--- config.mk ---
export PLATFORM = sky130hd
export DESIGN_NAME = rgb_to_gray_stream
export DESIGN_NICKNAME = d
export VERILOG_FILES = /design/src/rtl/rgb_to_gray_stream.sv
export SDC_FILE = /design/constraint.sdc
export NUM_CORES = 1
export LEC_CHECK = 0
export CAP_MARGIN = 25
export CORE_UTILIZATION = 30
export DETAILED_ROUTE_END_ITERATION = 10
export SLEW_MARGIN = 25
export SYNTH_ARGS = -nofsm -noshare
export SYNTH_HDL_FRONTEND = slang
export SYNTH_SLANG_ARGS = --single-unit
--- constraint.sdc ---
create_clock -name clk -period 7.12 [get_ports clk]
set_clock_uncertainty 0.15 [all_clocks]
set_input_delay 0.712 -clock clk [delete_from_list [all_inputs] [get_ports clk]]
set_output_delay 0.712 -clock clk [all_outputs]
set_load 0.01 [all_outputs]
--- src/rtl/rgb_to_gray_stream.sv ---
// Streaming RGB-to-gray converter with frame-tracking FSM and sticky framing errors.
// Optional: define RGB2GRAY_FRAMING_REGEN_EN to rebuild output framing from the pixel counters.
module rgb_to_gray_stream #(
    parameter int FRAME_WIDTH  = 640,
    parameter int FRAME_HEIGHT = 480,
    parameter int PIX_WIDTH    = 24
) (
    input  logic                   clk,
    input  logic                   rst_n,
    input  logic                   pix_val,
    input  logic                   pix_sof,
    input  logic                   pix_eof,
    input  logic                   pix_sol,
    input  logic                   pix_eol,
    input  logic [PIX_WIDTH-1:0]   pix_data,
    output logic                   gray_val,
    output logic                   gray_sof,
    output logic                   gray_eof,
    output logic                   gray_sol,
    output logic                   gray_eol,
    output logic [PIX_WIDTH/3-1:0] gray_data,
    output logic                   frame_done,
    input  logic                   err_clr,
    output logic [2:0]             err_status
);
    localparam int CW     = PIX_WIDTH / 3;
    localparam int PW     = 2 * CW;
    localparam int XW     = $clog2(FRAME_WIDTH);
    localparam int YW     = $clog2(FRAME_HEIGHT) + 1;
    localparam int STAGES = 2;

    localparam logic [XW-1:0] X_LAST = XW'(FRAME_WIDTH - 1);
    localparam logic [YW-1:0] Y_LAST = YW'(FRAME_HEIGHT - 1);
    localparam logic [YW-1:0] Y_MAX  = '1;
    localparam logic [PW-1:0] C_R    = PW'(77);
    localparam logic [PW-1:0] C_G    = PW'(150);
    localparam logic [PW-1:0] C_B    = PW'(29);

    typedef enum logic {IDLE, ACTIVE} state_t;

    typedef struct packed {
        logic sof;
        logic sol;
        logic eol;
        logic eof;
        logic done;
    } flags_t;

    state_t          state;
    logic [XW-1:0]   x, px;
    logic [YW-1:0]   y, py;
    logic            start, accept;
    logic [2:0]      err_new;
    flags_t          flg_in, flg1;
    logic [STAGES:1] vld_pipe;
    logic [PW-1:0]   pr, pg, pb;
    logic [PW:0]     sum;
    logic            sum_unused;

    // A sof beat always sits at (0,0); every other accepted beat sits at the current counters.
    assign start  = pix_val & pix_sof;
    assign accept = pix_val & ((state == ACTIVE) | pix_sof);
    assign px     = start ? '0 : x;
    assign py     = start ? '0 : y;

    always_comb begin
        err_new = '0;
        if (accept) begin
            err_new[0] = pix_eol != (px == X_LAST);
            err_new[1] = pix_eof & ~((px == X_LAST) & (py == Y_LAST));
            err_new[2] = start & (state == ACTIVE);
        end
    end

`ifdef RGB2GRAY_FRAMING_REGEN_EN
    logic sol_unused;
    assign sol_unused = pix_sol;
    always_comb begin
        flg_in      = '0;
        flg_in.sof  = start;
        flg_in.sol  = px == '0;
        flg_in.eol  = px == X_LAST;
        flg_in.eof  = (px == X_LAST) & (py == Y_LAST);
        flg_in.done = pix_eof;
    end
`else
    always_comb begin
        flg_in      = '0;
        flg_in.sof  = pix_sof;
        flg_in.sol  = pix_sol;
        flg_in.eol  = pix_eol;
        flg_in.eof  = pix_eof;
        flg_in.done = pix_eof;
    end
`endif

    always_ff @(posedge clk) begin
        if (rst_n) begin
            state      <= IDLE;
            x          <= '0;
            y          <= '0;
            err_status <= '0;
        end else begin
            err_status <= (err_clr ? 3'b000 : err_status) | err_new;
            if (accept) begin
                if (pix_eof) begin
                    state <= IDLE;
                    x     <= '0;
                    y     <= '0;
                end else if (pix_eol) begin
                    state <= ACTIVE;
                    x     <= '0;
                    y     <= (py == Y_MAX) ? py : py + YW'(1);
                end else begin
                    // An overlong line parks x on the last column until eol arrives.
                    state <= ACTIVE;
                    x     <= (px == X_LAST) ? px : px + XW'(1);
                    y     <= py;
                end
            end
        end
    end

    assign sum        = {1'b0, pr} + {1'b0, pg} + {1'b0, pb} + (PW+1)'(128);
    assign sum_unused = ^{sum[PW], sum[CW-1:0]};
    assign gray_val   = vld_pipe[STAGES];

    always_ff @(posedge clk) begin
        if (rst_n) begin
            vld_pipe   <= '0;
            pr         <= '0;
            pg         <= '0;
            pb         <= '0;
            flg1       <= '0;
            gray_data  <= '0;
            gray_sof   <= 1'b0;
            gray_sol   <= 1'b0;
            gray_eol   <= 1'b0;
            gray_eof   <= 1'b0;
            frame_done <= 1'b0;
        end else begin
            vld_pipe <= {vld_pipe[STAGES-1:1], accept};
            if (accept) begin
                pr   <= C_R * PW'(pix_data[3*CW-1 -: CW]);
                pg   <= C_G * PW'(pix_data[2*CW-1 -: CW]);
                pb   <= C_B * PW'(pix_data[CW-1:0]);
                flg1 <= flg_in;
            end
            if (vld_pipe[1])
                gray_data <= sum[CW +: CW];
            gray_sof   <= vld_pipe[1] & flg1.sof;
            gray_sol   <= vld_pipe[1] & flg1.sol;
            gray_eol   <= vld_pipe[1] & flg1.eol;
            gray_eof   <= vld_pipe[1] & flg1.eof;
            frame_done <= vld_pipe[1] & flg1.done;
        end
    end
endmodule

Word level (Yosys, flattened, before mapping). Cells that the tools add are included.

Add/sub/neg operators: 5. Multipliers: 3. Equality and inequality tests: 4. Multiplexer cells: 11. Bitwise gates (word level): 12.

Operators with widths (count): 10-bit two-way mux (8); 7-bit by 8-bit multiplier with 15-bit output (first input constant) (2); 10-bit by 1-bit adder with 10-bit output (second input constant) (2); 10-bit equality test (second input constant) (2); 15-bit by 16-bit adder with 16-bit output (1); 16-bit by 13-bit adder with 16-bit output (1); 16-bit by 8-bit adder with 16-bit output (second input constant) (1); 5-bit by 8-bit multiplier with 13-bit output (first input constant) (1); 10-bit by 9-bit equality test with 1-bit output (second input constant) (1); 1-bit bitwise AND (9); 3-bit two-way mux (2); 3-bit bitwise OR (1); 1-bit two-way mux (1); 1-bit != test (1); 1-bit NOT (1); 1-bit bitwise OR (1).

Register bits: 85. Input port bits: 32. Output and inout bits: 17. Word-level logic and storage cells: 52.

Logic depth before layout (Yosys ltp).
Word-level depth: 8. Gate-level depth with buffers: 15. Mapped depth without buffers: 15.

Worst setup path after synthesis. Ideal clock, no wire load.

Kind: input to register. From: input port pix_data[1]. To: register pb[11]. Setup time: 0.095 ns. Arrival: 3.632 ns. Required time: 6.875 ns. Path slack: 3.243 ns. Stages on the path: 13. Buffers on the path: 0. Path through: inv_1 -> fa_1 -> inv_1 -> ha_1 -> fa_1 -> ha_1 -> a21o_1 -> a21oi_1 -> o21bai_1 -> a21oi_2 -> o21ai_1 -> or4b_1 -> o311ai_1.

Cells in the longest elaborated chain, start to end: 1.

Ends and longest elaborated chain: start, declared (RTL line 15) `input logic [PIX_WIDTH-1:0] pix_data,`; 5-bit by 8-bit multiplier with 13-bit output (RTL line 146) `pb <= C_B * PW'(pix_data[CW-1:0]);`; end signal, assigned (RTL line 146); end, declared (RTL line 56) `logic [PW-1:0] pr, pg, pb;`.

No other way between the ends. A chain may end at the register's enable or synchronous reset.

Worst setup path after layout. Same ends and word-level chain as after synthesis.

==> summary by stage <==
Status
The run finished with clean final reports.

Run
Max-cap violations in this run came to 0.

Die
The vertical die dimension is roughly 160 um. The overall die area is 24710 um^2. During I/O placement, the number of pins put on the boundary was 49. The starting utilization of the core area is 30.69%.

The floorplan has 56 rows. The area of the core region is 23540 um^2. From left edge to right edge, the die measures 157.2 um.

Global routing
For this run the aggregate overflow at the end of global routing stands at 0. Global routing used between 1 and 1.5% of the available met3 tracks. For this run, the total global-route usage over all layers was measured as 13.28%. The initial antenna violation count came to 0. The first-pass GRT wire length is approximately 27000 um.

For this run, global-route usage on met2 was measured as 21.07%. Entering global routing, the biggest net connects 70 pins. In the global route stage, met1 resource usage came out at 19.03%. The number of global-route vias before repair came to 5465. met2 is the most crowded layer.

Timing
The count of final max-slew check failures is 0. The clock period could shrink to 4.280 ns. Adding up every negative setup slack in the final design gives 0 ns.

For the pin with the worst max-slew slack, the measured transition is 0.8930 ns. The setup-violating endpoint count in the final report is 0. The count of endpoints failing hold in the final timing report came to 0. Dividing the final minimum period by the clock period gives 60.11%. Setup repair after global routing left no endpoint under its margin. Headroom to the max-slew limit came out at 40.40%.

The worst path setup slack after routing is 2.840 ns. The highest attainable clock frequency is 233.6 MHz.

Setup path
The number of logic stages on the critical path including buffering is 14. The number of buffers and inverters on the critical path is 3. The slowest stage cell on the critical path is sky130_fd_sc_hd__clkdlybuf4s50_1. On the worst path, the slowest cell contributes a delay of 0.55 ns. The data required time of the critical path is ~7.2 ns. The length in cells of the worst reg-to-reg path is 12.

The kind of launch point of the worst setup path is an input port. The sort of element at the end of the critical path is a flop. The class of the most critical setup path is input port to flop.

The largest delay contributor family on the critical path is adder cells. The critical path goes through clkdlybuf4s50_1 -> inv_1 -> fa_1 -> inv_1 -> ha_1 -> fa_1 -> ha_1 -> a21o_1 -> a21oi_1 -> o21bai_1 -> a21oi_2 -> o21ai_1 -> or4b_1 -> o311ai_1. The setup slack on the worst flop-to-flop path is approximately 3.9 ns. At the worst endpoint, the arrival time is 4.38 ns. The biggest fanout along the worst timing path is 4.

Hold path
The path class of the lowest-slack min-delay path is flop to flop. The worst hold path stage count is 2.

Cells and area
The number of antenna diodes in the final layout is 0. The share of final-layout standard cells stronger than drive strength 1 is 5.936%. In the layout the commonest cells are 127 x sky130_fd_sc_hd__ha_1, 111 x sky130_fd_sc_hd__inv_1, 99 x sky130_fd_sc_hd__nand2_1. The count of nets after finishing is 1068. In the final layout, the multi-input gates occupy 4964 um^2.

Relative to the synthesized area, the layout overhead comes to 14.63%. The sequential cells in the finished layout cover a total of 1702 um^2. The library cell used most frequently in the layout, excluding fill and tap cells, is sky130_fd_sc_hd__ha_1. The number of inserted filler cells in the final layout is 2479.

Yosys
The total number of yosys warnings is 0. Sorting the synthesized cells by area gives the leading types as sky130_fd_sc_hd__dfxtp_1 24%, sky130_fd_sc_hd__ha_1 22%, sky130_fd_sc_hd__fa_1 11%, sky130_fd_sc_hd__inv_1 5.8%, sky130_fd_sc_hd__nand2_1 5.1%. The number of nets in the synthesized netlist is 1034. The count of flip-flops with a built-in enable after synthesis is 0. In this run the mean area of a mapped cell was 8.631 um^2. The proportion of synthesized chip area in sequential cells is 23.55%. The synthesized netlist occupies a cell area of 7224 um^2. The cell type contributing the most total cell area after synthesis is sky130_fd_sc_hd__dfxtp_1. Synthesis handed over a netlist of 837 instances. The total of flip-flops plus latches after synthesis is 85.

Of all flip-flops after synthesis, the portion carrying an async set or reset was 0%. The share of synthesized area in the top cell type comes to a little under a quarter. The leading register cell type out of synthesis is sky130_fd_sc_hd__dfxtp_1. The number of library cell types mapped by synthesis is 72.

Clock network
The clock-pin slew of the registers on the worst-case setup and hold paths is roughly 0.070 ns. The number of H-tree branching levels is 3. In this run, post-CTS repair resized a total of 0 instances. Counting along the longest clock path gives a buffer depth of 2. Buffers added to address setup during post-CTS repair amount to 0. In this run the clock root is driven by a sky130_fd_sc_hd__clkbuf_16.

The total clock buffers created by CTS is 9. The later pin in the worst-skew pair is clocked with a latency of approximately 0.34 ns. The CTS sink count is 85. The CTS tree is yes. The cts-stage hold buffer count is 0.

Placement
Summed over all nets, the half-perimeter wirelength after detailed placement is 12030 um. The congestion estimate from routability-driven global placement came to 0.8170. OpenSTA, run right after detailed placement, puts the worst setup slack at about 2.5 ns. During placement, the flow inserted port buffers numbering 48.

Detailed routing
The total via count in the routed design is 5602. Dividing the detail-routed via count by the number of cells gives ~4.7. For this block, the initial DRC count from the detailed router was 285.

In the final routed layout, each cell accounts on average for 12.81 um. The number of optimization iterations in the first detailed-route pass is 4. Once detail routing completed, the nets flagged for antenna violations numbered 0. The final layout contains routed wiring with a total length of 15310 um. For this run, design rule violations remaining after detail routing come to 0.

Pwr
The maximum ir drop on the vdd rail is 107.3 uV. The power per cell area is 214.5 nW/um^2. The analysis attributes to cell leakage a power of 3.749 nW. After layout, the design draws a total of 1.776 mW.
through the flow:
step | cells | util [%] | hold WS (ns) | cell area [um^2]
final | 1195 | 35.18 | 0.2991 | 8282
after detailed placement | 1179 | 33.94 | 0.2917 | 7990
after CTS | 1195 | 35.18 | 0.3011 | 8282
after global placement | 1179 | 33.94 | 0.2893 | 7990
after global routing | 1195 | 35.18 | 0.3199 | 8282
after floorplan | 837 | - | 0.2750 | 7224
flip-flops by register name (all words and copies together), names as in the netlist, 2 cells and up:
name and flops:
pg 15, pr 15, pb 13, x 10, y 10, gray_data 8
flg1 4, err_status 3, vld_pipe 2
logic make-up (layout without fill, tap and decap cells):
family,after synthesis,count (layout),share of synthesized area [%]
AOI/OAI and AO/OA,178,178,16.38
and+or+nand+nor,235,235,15.69
DFF,85,85,23.55
xor gates and xnor gates,28,28,3.395
buffers and inverters,142,181,7.898
adders and majority gates,165,165,32.53
muxes,4,4,0.5542
synth_stat cells (3+ instances only):
cell	count
sky130_fd_sc_hd__clkbuf_1	10
sky130_fd_sc_hd__nand4_1	5
sky130_fd_sc_hd__and2_1	11
sky130_fd_sc_hd__nand2b_1	6
sky130_fd_sc_hd__o21ai_1	13
sky130_fd_sc_hd__a31oi_1	5
sky130_fd_sc_hd__buf_2	6
sky130_fd_sc_hd__or2_2	3
sky130_fd_sc_hd__a41oi_1	3
sky130_fd_sc_hd__a32o_1	3
sky130_fd_sc_hd__nor3_1	13
sky130_fd_sc_hd__buf_4	4
sky130_fd_sc_hd__o21a_1	6
sky130_fd_sc_hd__a21oi_2	4
sky130_fd_sc_hd__a211oi_1	10
sky130_fd_sc_hd__o31ai_1	5
sky130_fd_sc_hd__nand3_1	23
sky130_fd_sc_hd__or3_1	5
sky130_fd_sc_hd__o41ai_1	3
sky130_fd_sc_hd__inv_2	3
sky130_fd_sc_hd__mux2i_1	4
sky130_fd_sc_hd__a21o_1	9
sky130_fd_sc_hd__a21oi_1	61
sky130_fd_sc_hd__o21ai_0	24
sky130_fd_sc_hd__nand2_1	99
sky130_fd_sc_hd__fa_1	38
sky130_fd_sc_hd__nor2b_1	5
sky130_fd_sc_hd__xnor2_1	15
sky130_fd_sc_hd__inv_1	111
sky130_fd_sc_hd__o22ai_1	3
sky130_fd_sc_hd__buf_1	6
sky130_fd_sc_hd__ha_1	127
sky130_fd_sc_hd__dfxtp_1	85
sky130_fd_sc_hd__a211o_1	5
sky130_fd_sc_hd__nor2_1	40
sky130_fd_sc_hd__xor2_1	13
sky130_fd_sc_hd__nand2_2	3
where the power goes:
group	internal, mW	switching, mW	leakage (nW)
clock	0.252	0.205	0.138
combinational	0.339	0.436	2.92
sequential	0.518	0.0266	0.693
total	1.11	0.668	3.75
layer usage:
metal | share of wire [%] | routed length, um
met5 | 0 | 0
met1 | 54 | 8335
met4 | 1.2 | 178
met2 | 42 | 6473
met3 | 2.1 | 318
path summary, 6_finish.rpt:
path,from,end
max reg2reg,pr[5],gray_data[4]
max,pix_data[1],pb[11]
min,flg1[3],flg1[3]
min reg2reg,flg1[3],flg1[3]
final cells by class:
cell class	instances	share of cell area (%)
Inverter	114	5.167
Clock buffer	10	2.886
Tap cell	319	4.819
Clock inverter	6	0.6345
Timing Repair Buffer	51	6.013
Multi-Input combinational cell	610	59.93
Sequential cell	85	20.55
tightest hold or removal path, delay by kind of cell (launching register included):
kind             cells  cell delay (ns)
flip-flops           1             0.30
AO/OA/AOI/OAI        1             0.05
AND/OR/NAND/NOR      1             0.05
(Power assumes the default switching activity.)
